### src/rtl/fir_interp_pkg.sv
// -----------------------------------------------------------------------------
// fir_interp_pkg
// Shared constants for the x4 polyphase interpolator: the 16-tap lowpass
// prototype (S(8,7), each polyphase branch sums to 120), datapath widths,
// truncation/saturation limits and a coefficient lookup helper.
// -----------------------------------------------------------------------------
package fir_interp_pkg;

    localparam int WW_COEFF  = 8;     // S(8,7) coefficients, fixed for all instances
    localparam int WW_PROD   = 16;    // S(16,14) sample * coefficient product
    localparam int WW_SUM    = 18;    // S(18,14) four-product sum, cannot overflow
    localparam int TRUNC_LSB = 7;     // fractional bits dropped to return to S(.,7)
    localparam int SAT_MAX   = 127;
    localparam int SAT_MIN   = -128;
    localparam int N_PHASE   = 4;     // interpolation factor / taps per branch

    typedef logic [1:0] phase_t;

    localparam logic signed [WW_COEFF-1:0] H0  =  8'sd0;
    localparam logic signed [WW_COEFF-1:0] H1  = -8'sd3;
    localparam logic signed [WW_COEFF-1:0] H2  = -8'sd6;
    localparam logic signed [WW_COEFF-1:0] H3  =  8'sd0;
    localparam logic signed [WW_COEFF-1:0] H4  =  8'sd18;
    localparam logic signed [WW_COEFF-1:0] H5  =  8'sd48;
    localparam logic signed [WW_COEFF-1:0] H6  =  8'sd81;
    localparam logic signed [WW_COEFF-1:0] H7  =  8'sd102;
    localparam logic signed [WW_COEFF-1:0] H8  =  8'sd102;
    localparam logic signed [WW_COEFF-1:0] H9  =  8'sd81;
    localparam logic signed [WW_COEFF-1:0] H10 =  8'sd48;
    localparam logic signed [WW_COEFF-1:0] H11 =  8'sd18;
    localparam logic signed [WW_COEFF-1:0] H12 =  8'sd0;
    localparam logic signed [WW_COEFF-1:0] H13 = -8'sd6;
    localparam logic signed [WW_COEFF-1:0] H14 = -8'sd3;
    localparam logic signed [WW_COEFF-1:0] H15 =  8'sd0;

    // Prototype tap h[idx]; callers form idx as {branch tap k, phase p} = 4k+p.
    function automatic logic signed [WW_COEFF-1:0] coeff(input logic [3:0] idx);
        case (idx)
            4'd0:  return H0;
            4'd1:  return H1;
            4'd2:  return H2;
            4'd3:  return H3;
            4'd4:  return H4;
            4'd5:  return H5;
            4'd6:  return H6;
            4'd7:  return H7;
            4'd8:  return H8;
            4'd9:  return H9;
            4'd10: return H10;
            4'd11: return H11;
            4'd12: return H12;
            4'd13: return H13;
            4'd14: return H14;
            4'd15: return H15;
        endcase
    endfunction

endpackage

### src/rtl/interp_sat_trunc.sv
// -----------------------------------------------------------------------------
// interp_sat_trunc
// Combinational S(18,14) -> S(WW_OUT,7) conversion: floor truncation of the
// fractional LSBs followed by saturation to [SAT_MIN, SAT_MAX].
//   sum : signed accumulator value, S(18,14)
//   y   : signed saturated result
// -----------------------------------------------------------------------------
module interp_sat_trunc
    import fir_interp_pkg::*;
#(
    parameter int WW_OUT = 8
) (
    input  logic signed [WW_SUM-1:0] sum,
    output logic signed [WW_OUT-1:0] y
);

    localparam int SHW = WW_SUM - TRUNC_LSB;

    logic signed [SHW-1:0] shifted;

    // NOTE: every signal written here gets a value on every path (default
    // first), otherwise synthesis infers a latch.
    always_comb begin
        // Dropping the LSBs of a two's-complement value is an arithmetic
        // shift, i.e. a floor toward minus infinity.
        shifted = sum[WW_SUM-1:TRUNC_LSB];
        y       = shifted[WW_OUT-1:0];
        if (shifted > SAT_MAX) begin
            y = WW_OUT'(SAT_MAX);
        end else if (shifted < SAT_MIN) begin
            y = WW_OUT'(SAT_MIN);
        end
    end

endmodule

### src/rtl/fir_interp_x4.sv
// -----------------------------------------------------------------------------
// fir_interp_x4
// 16-tap polyphase interpolate-by-4 FIR. One filtered output per i_en strobe;
// a new input sample is consumed on every 4th strobe (phase 0). Three-stage
// pipeline (products, sum, truncate/saturate) with a valid bit riding along.
//   clk        : system clock
//   i_rst_n    : asynchronous active-low reset
//   i_en       : output-rate strobe, gaps allowed
//   i_data     : signed input sample, taken when i_en && o_in_ready
//   o_in_ready : phase 0, next strobe consumes i_data
//   o_data     : signed filtered output, holds between o_valid pulses
//   o_valid    : one-cycle pulse, 3 cycles after the strobe
// -----------------------------------------------------------------------------
module fir_interp_x4
    import fir_interp_pkg::*;
#(
    parameter int WW_INPUT  = 8,
    parameter int WW_OUTPUT = 8
) (
    input  logic                        clk,
    input  logic                        i_rst_n,
    input  logic                        i_en,
    input  logic signed [WW_INPUT-1:0]  i_data,
    output logic                        o_in_ready,
    output logic signed [WW_OUTPUT-1:0] o_data,
    output logic                        o_valid
);

    phase_t                     phase_q;
    logic signed [WW_INPUT-1:0] x_q    [N_PHASE];
    logic signed [WW_INPUT-1:0] tap    [N_PHASE];
    logic signed [WW_PROD-1:0]  prod_d [N_PHASE];
    logic signed [WW_PROD-1:0]  s1_prod[N_PHASE];
    logic                       s1_valid;
    logic signed [WW_SUM-1:0]   sum_d;
    logic signed [WW_SUM-1:0]   s2_sum;
    logic                       s2_valid;
    logic signed [WW_OUTPUT-1:0] sat_y;

    assign o_in_ready = (phase_q == 2'd0);

    // Branch taps, newest first. At phase 0 the incoming sample is used in the
    // same cycle it is captured, so the older taps come from the not-yet-shifted
    // delay line; on phases 1..3 the delay line already holds that sample.
    always_comb begin
        for (int k = 0; k < N_PHASE; k++) begin
            tap[k] = x_q[k];
        end
        if (phase_q == 2'd0) begin
            tap[0] = i_data;
            for (int k = 1; k < N_PHASE; k++) begin
                tap[k] = x_q[k-1];
            end
        end
    end

    always_comb begin
        for (int k = 0; k < N_PHASE; k++) begin
            prod_d[k] = WW_PROD'(tap[k]) * WW_PROD'(coeff({2'(k), phase_q}));
        end
        sum_d = WW_SUM'(s1_prod[0]) + WW_SUM'(s1_prod[1])
              + WW_SUM'(s1_prod[2]) + WW_SUM'(s1_prod[3]);
    end

    // NOTE: state is updated with non-blocking assignments so every register
    // samples pre-edge values, independent of statement order.
    // NOTE: the delay line is reset along with the pipeline so no stale
    // samples leak into the first outputs after a reset.
    always_ff @(posedge clk or negedge i_rst_n) begin
        if (!i_rst_n) begin
            phase_q <= '0;
            for (int k = 0; k < N_PHASE; k++) begin
                x_q[k] <= '0;
            end
        end else if (i_en) begin
            phase_q <= phase_q + 2'd1;
            if (phase_q == 2'd0) begin
                x_q[0] <= i_data;
                for (int k = 1; k < N_PHASE; k++) begin
                    x_q[k] <= x_q[k-1];
                end
            end
        end
    end

    // Pipeline stages clock every cycle; only the valid bit qualifies data.
    always_ff @(posedge clk or negedge i_rst_n) begin
        if (!i_rst_n) begin
            for (int k = 0; k < N_PHASE; k++) begin
                s1_prod[k] <= '0;
            end
            s1_valid <= 1'b0;
            s2_sum   <= '0;
            s2_valid <= 1'b0;
            o_data   <= '0;
            o_valid  <= 1'b0;
        end else begin
            s1_prod  <= prod_d;
            s1_valid <= i_en;
            s2_sum   <= sum_d;
            s2_valid <= s1_valid;
            o_valid  <= s2_valid;
            if (s2_valid) begin
                o_data <= sat_y;
            end
        end
    end

    interp_sat_trunc #(
        .WW_OUT (WW_OUTPUT)
    ) u_sat (
        .sum (s2_sum),
        .y   (sat_y)
    );

endmodule
### config.mk
export PLATFORM = sky130hd
export DESIGN_NAME = fir_interp_x4
export DESIGN_NICKNAME = d
export VERILOG_FILES = /design/src/rtl/fir_interp_pkg.sv /design/src/rtl/interp_sat_trunc.sv /design/src/rtl/fir_interp_x4.sv
export SDC_FILE = /design/constraint.sdc
export NUM_CORES = 1
export LEC_CHECK = 0
export ABC_AREA = 1
export CAP_MARGIN = 10
export CORE_MARGIN = 2
export CORE_UTILIZATION = 55
export DETAILED_ROUTE_END_ITERATION = 16
export PLACE_DENSITY = 0.74
export SYNTH_ARGS = -nofsm -noshare
export SYNTH_HDL_FRONTEND = slang
export SYNTH_SLANG_ARGS = --single-unit
### constraint.sdc
create_clock -name clk -period 15.2 [get_ports clk]
set_clock_uncertainty 0.15 [all_clocks]
set_input_delay 1.52 -clock clk [delete_from_list [all_inputs] [get_ports clk]]
set_output_delay 1.52 -clock clk [all_outputs]
set_load 0.05 [all_outputs]
Word-level counts from Yosys, hierarchy flattened
Index checks and enable logic that the tools add are counted.
{"block": "totals", "reg_bits": 127, "latchBits": 0, "ram_bits": 0, "mem_bits_ro": 0, "n_memories": 0}
{"block": "classes", "n_addsub": 4, "multipliers": 4, "div_mod_pow": 0, "n_lt_le_gt_ge": 2, "eq_ne": 3, "shifts": 0, "mux": 7, "bitwise": 0, "n_reduce_logical": 2}
{"cell": "$mul A8 B8 Y16", "count": 4}
{"cell": "$pmux W8 S4", "count": 2}
{"cell": "$pmux W8 S3", "count": 2}
{"cell": "$mux W32", "count": 1}
{"cell": "$add A17 B16 Y18", "count": 1}
{"cell": "$add A18 B16 Y18", "count": 1}
{"cell": "$add A16 B16 Y17", "count": 1}
{"cell": "$mux W8", "count": 2}
{"cell": "$gt A11 B8 Y1 const B", "count": 1}
{"cell": "$lt A11 B8 Y1 const B", "count": 1}
{"cell": "$eq A2 B2 Y1 const B", "count": 2}
{"cell": "$add A2 B1 Y2 const B", "count": 1}
{"cell": "$eq A2 B1 Y1 const B", "count": 1}
{"cell": "$logic_not A2 Y1", "count": 1}
{"cell": "$reduce_or A2 Y1", "count": 1}

Depth between registers and ports, before layout
{"block": "depth", "depth_word": 4, "depth_mapped": 25, "ltp_nobuf": 24}

Modules after synthesis
From an unflattened synthesis, not the netlist that was laid out.
{"block": "unflattened", "cells_unflattened": 1862, "hier_area_um2": 15304.7}
{"mod": "fir_interp_x4", "n_inst": 1, "cells_each": 1840, "area_per_inst_um2": 15215.8, "seq_area_each_um2": 3178.0}
{"mod": "interp_sat_trunc", "n_inst": 1, "cells_each": 22, "area_per_inst_um2": 88.8, "seq_area_each_um2": 0.0}

Least setup slack after synthesis
No wires, ideal clock.
{"block": "synth_timing", "kind": "reg-to-reg", "from": "register phase_q[0]", "to": "register s1_prod[60] (netlist bit)", "setup_ps": 79, "arrival_time_ps": 5295, "t_required_ps": 14971, "slack_ps": 9675, "path_stages_with_launch": 24, "period_less_slack_ps": 5525, "path_cell_list": "dfrtp_1 inv_1 ha_1 buf_4 buf_6 nand2_1 o21ai_1 inv_2 nor2_2 inv_1 fa_1 fa_1 inv_1 fa_1 inv_1 fa_1 inv_1 ha_1 a21oi_1 nand2_1 a21oi_1 nor2_1 nor2_1 xor2_1"}
{"item": "from (decl)", "line_no": "fir_interp_x4.sv:29", "text": "phase_t phase_q;"}
{"item": "from (signal assigned)", "line_no": "fir_interp_x4.sv:76", "text": "phase_q <= phase_q + 2'd1;"}
{"item": "to (signal assigned)", "line_no": "fir_interp_x4.sv:98", "text": "s1_prod <= prod_d;"}
{"item": "to (decl)", "line_no": "fir_interp_x4.sv:33", "text": "logic signed [WW_PROD-1:0] s1_prod[N_PHASE];"}

==> impl_results.md <==
* Area of the die at 27100 µm²
* Outcome: finished clean
* Crit path kind: reg -> reg
* Initial drt markers at 548
* Met3 Use GR at 4.37%
* Min-delay src: s1_valid
* Hold Crit Class: reg -> reg
* Number of diodes at 0
* Post-synth ARST share at 100%
* # resized after CTS at 0
* R2r endpoint: s1_prod[12]
* Vias per cell at 5.10
* H-tree lvl count at 4
* Pre-Repair DR Iteration Count at 5
* Final nets at 2014
* Most used routing layer: met2
* Number of global-route vias before repair at 10667
* Distinct cells, synth at 39
* CTS Buf Count at 17
* Max Cap Violations at 0
* Worst EP arrival at 6.14 ns
* Flop2flop setup slack at 9.20 ns
* GRT Resource Usage Total at 24.9%
* Hold Path End: s2_valid
* FF+latch count, synth at 120
* Row count at 58
* Critical path's top delay family: adder cells
* Pre-CTS setup slack at 8.90 ns
* Dominant synthesized flop cell: dfrtp_1
* Tmin final at 6.00 ns
* Filler cells at 2141
* Worst skew pair latency at 0.43 ns
* Number of synthesized flops with an enable pin at 0
* Worst-path clk slew at 0.06 ns
* Largest fanout on the critical path at 60
* Period Utilization, post-route at 39.4%
* Layout area overhead at 8.22%
* Vias post-DR at 10105
* Cells after Synth at 1613
* YS warnings at 0
* Hold path depth at 0
* Final setup viols at 0
* Gpl congestion at 0.882
* Worst setup EP type: flop
* CP max stage cell: buf_4
* Largest net degree at the start of global routing at 67
* Met1 Use GR at 31.7%
* Remaining DRCs at 0
* Chip Width at 165 µm
* RSZ-0062 raised after global routing: false
* Final WS setup at 9.20 ns
* Synth Cell Area at 14200 µm²
* Share of cells above drive strength 1 at 5.38%
* Syn avg cell area at 8.80 µm²
* Hold buffers post-CTS at 0
* Grt total ovfl at 0
* Max Buffers Root-to-Sink at 2
* Worst Path Buf+Inv at 7
* Post-CTS Setup Inserts at 0
* CP startpoint kind: flop
* Total Negative Setup Slacks at 0 ns
* Post-DP HPWL at 25100 µm
* M2 GR Usage at 42.9%
* Initial Utilization at 56.2%
* CTS tree: built
* Cells after DPL at 1951
* R2r startpoint: phase_q[0]
* Initial antenna violation count at 0
* Y dimension of the die at 165 µm
* Register area share after synthesis at 21.2%
* Final Hold Viols at 0
* Slew HR at 44.3%
* Worst-Margin Slew at 0.835 ns
* First-pass GRT wire length at 51900 µm
* Finished Layout Cells at 1983
* Largest stage delay on the critical path at 0.62 ns
* Clk Tree Root Cell: clkbuf_16
* Wirelength per Cell at 15.4 µm
* Crit-path most repeated cell: inv_1
* Max-slew violation count at 0
* Routed WL at 30600 µm
* Clock Sinks at 120
* Placeable core region at 25300 µm²
* CP required at 15.34 ns
* Post-DRT Antenna Nets at 0
* Critical-path cell list: inv_1 -> ha_2 -> buf_4 -> nand2_1 -> o21ai_1 -> inv_2 -> nor2_2 -> inv_1 -> fa_1 -> fa_1 -> inv_1 -> fa_1 -> inv_1 -> fa_1 -> inv_1 -> ha_1 -> a21oi_1 -> o21ai_0 -> nor2_1 -> o21bai_1 -> xor2_1
* I/O Pins at 21
* Achievable Freq at 167 MHz
* IO Port Bufs at 20
* Reg2Reg Depth at 21
cells in the final DEF (no fill, tap or decap), drive strengths merged:
cell type and instances:
and3 1, a21o 8, clkdlybuf4s50 19, fa 204, o21bai 9, conb 8
nand3 34, buf 6, nand2 221, xnor2 30, nor4 2, o21ai 80
a21boi 1, a21oi 54, mux2 1, mux2i 6, o22ai 7, ha 159
nor2 193, nand3b 1, dfrtp 120, clkinv 5, nor3 6, clkinvlp 2
bufinv 3, a31o 1, a31oi 1, clkbuf 18, nand4 5, o21a 4
inv 409, xor2 35
worst max-delay path by stage:
stage | from | to | slack, ns | depth (start not counted)
6_report | phase_q[0] | s1_prod[12] | 9.20 | 21
4_1_cts | phase_q[0] | s1_prod[12] | 9.17 | 21
3_3_place_gp | i_data[7] | s1_prod[60] | 8.98 | 20
5_1_grt | phase_q[0] | s1_prod[12] | 8.79 | 21
2_1_floorplan | phase_q[0] | s1_prod[60] | 9.68 | 23
3_5_place_dp | i_data[7] | s1_prod[60] | 8.90 | 20
flip-flops by register name, summed over array words and instances, names as in the netlist:
register	flops
o_valid	1
x_q	32
s2_sum	11
s1_valid	1
s1_prod	64
s2_valid	1
phase_q	2
o_data	8
layout make-up:
class	instances	area (µm²)	share of cell area, %
multi-input cells	1071	9580	62.3
flip-flops and latches	120	3000	19.5
inverters	405	1520	9.90
clock buffers	18	429	2.79
well taps	330	413	2.69
repair buffers	25	235	1.53
clock inverters	14	186	1.21
cell usage after synthesis (5+ instances only):
library cell / instances / share of area (%)
nor3_1: 6 / 0.21
a21oi_1: 53 / 1.9
ha_1: 159 / 14
o21ai_0: 49 / 1.7
o21ai_2: 21 / 1.3
dfrtp_1: 120 / 21
nand2_1: 221 / 5.8
xor2_1: 35 / 2.2
inv_2: 18 / 0.48
a21o_1: 8 / 0.42
nor2_1: 186 / 4.9
o21ai_1: 10 / 0.35
clkbuf_1: 13 / 0.34
nand3_1: 34 / 1.2
inv_1: 384 / 10
o21bai_1: 9 / 0.48
nand4_1: 5 / 0.22
fa_1: 204 / 29
o22ai_1: 7 / 0.31
xnor2_1: 30 / 1.9
routing by layer:
metal,vias to the layer above,wire length [µm]
met3,59,1450
met1,4907,13200
met4,0,1080
met2,229,14900
li1,4910,-
met5,-,0
metrics by stage:
step	util (%)	hold slack, ns	area, µm²
final	60.8	0.215	15400
after global routing	60.8	0.233	15400
after CTS	60.8	0.220	15400
after detailed placement	58.4	0.211	14700
after global placement	58.4	0.220	14700
after floorplan	-	0.181	14200
kinds of logic (layout without fill, tap and decap cells):
kind of cell               Yosys count  after routing  synth area share [%]
DFF                                120            120                  21.2
muxes                                7              7                 0.555
AOI/OAI and AO/OA                  165            165                  6.88
xor gates and xnor gates            65             65                  4.01
and+or+nand+nor                    463            463                  13.0
adders and majority gates          363            363                  42.8
other                                2              8                0.0529
buffers and inverters              428            462                  11.6
Power is left out: the tool's default activity adds up to more than one toggle a clock period on the data nets, which glitch-free logic cannot reach.
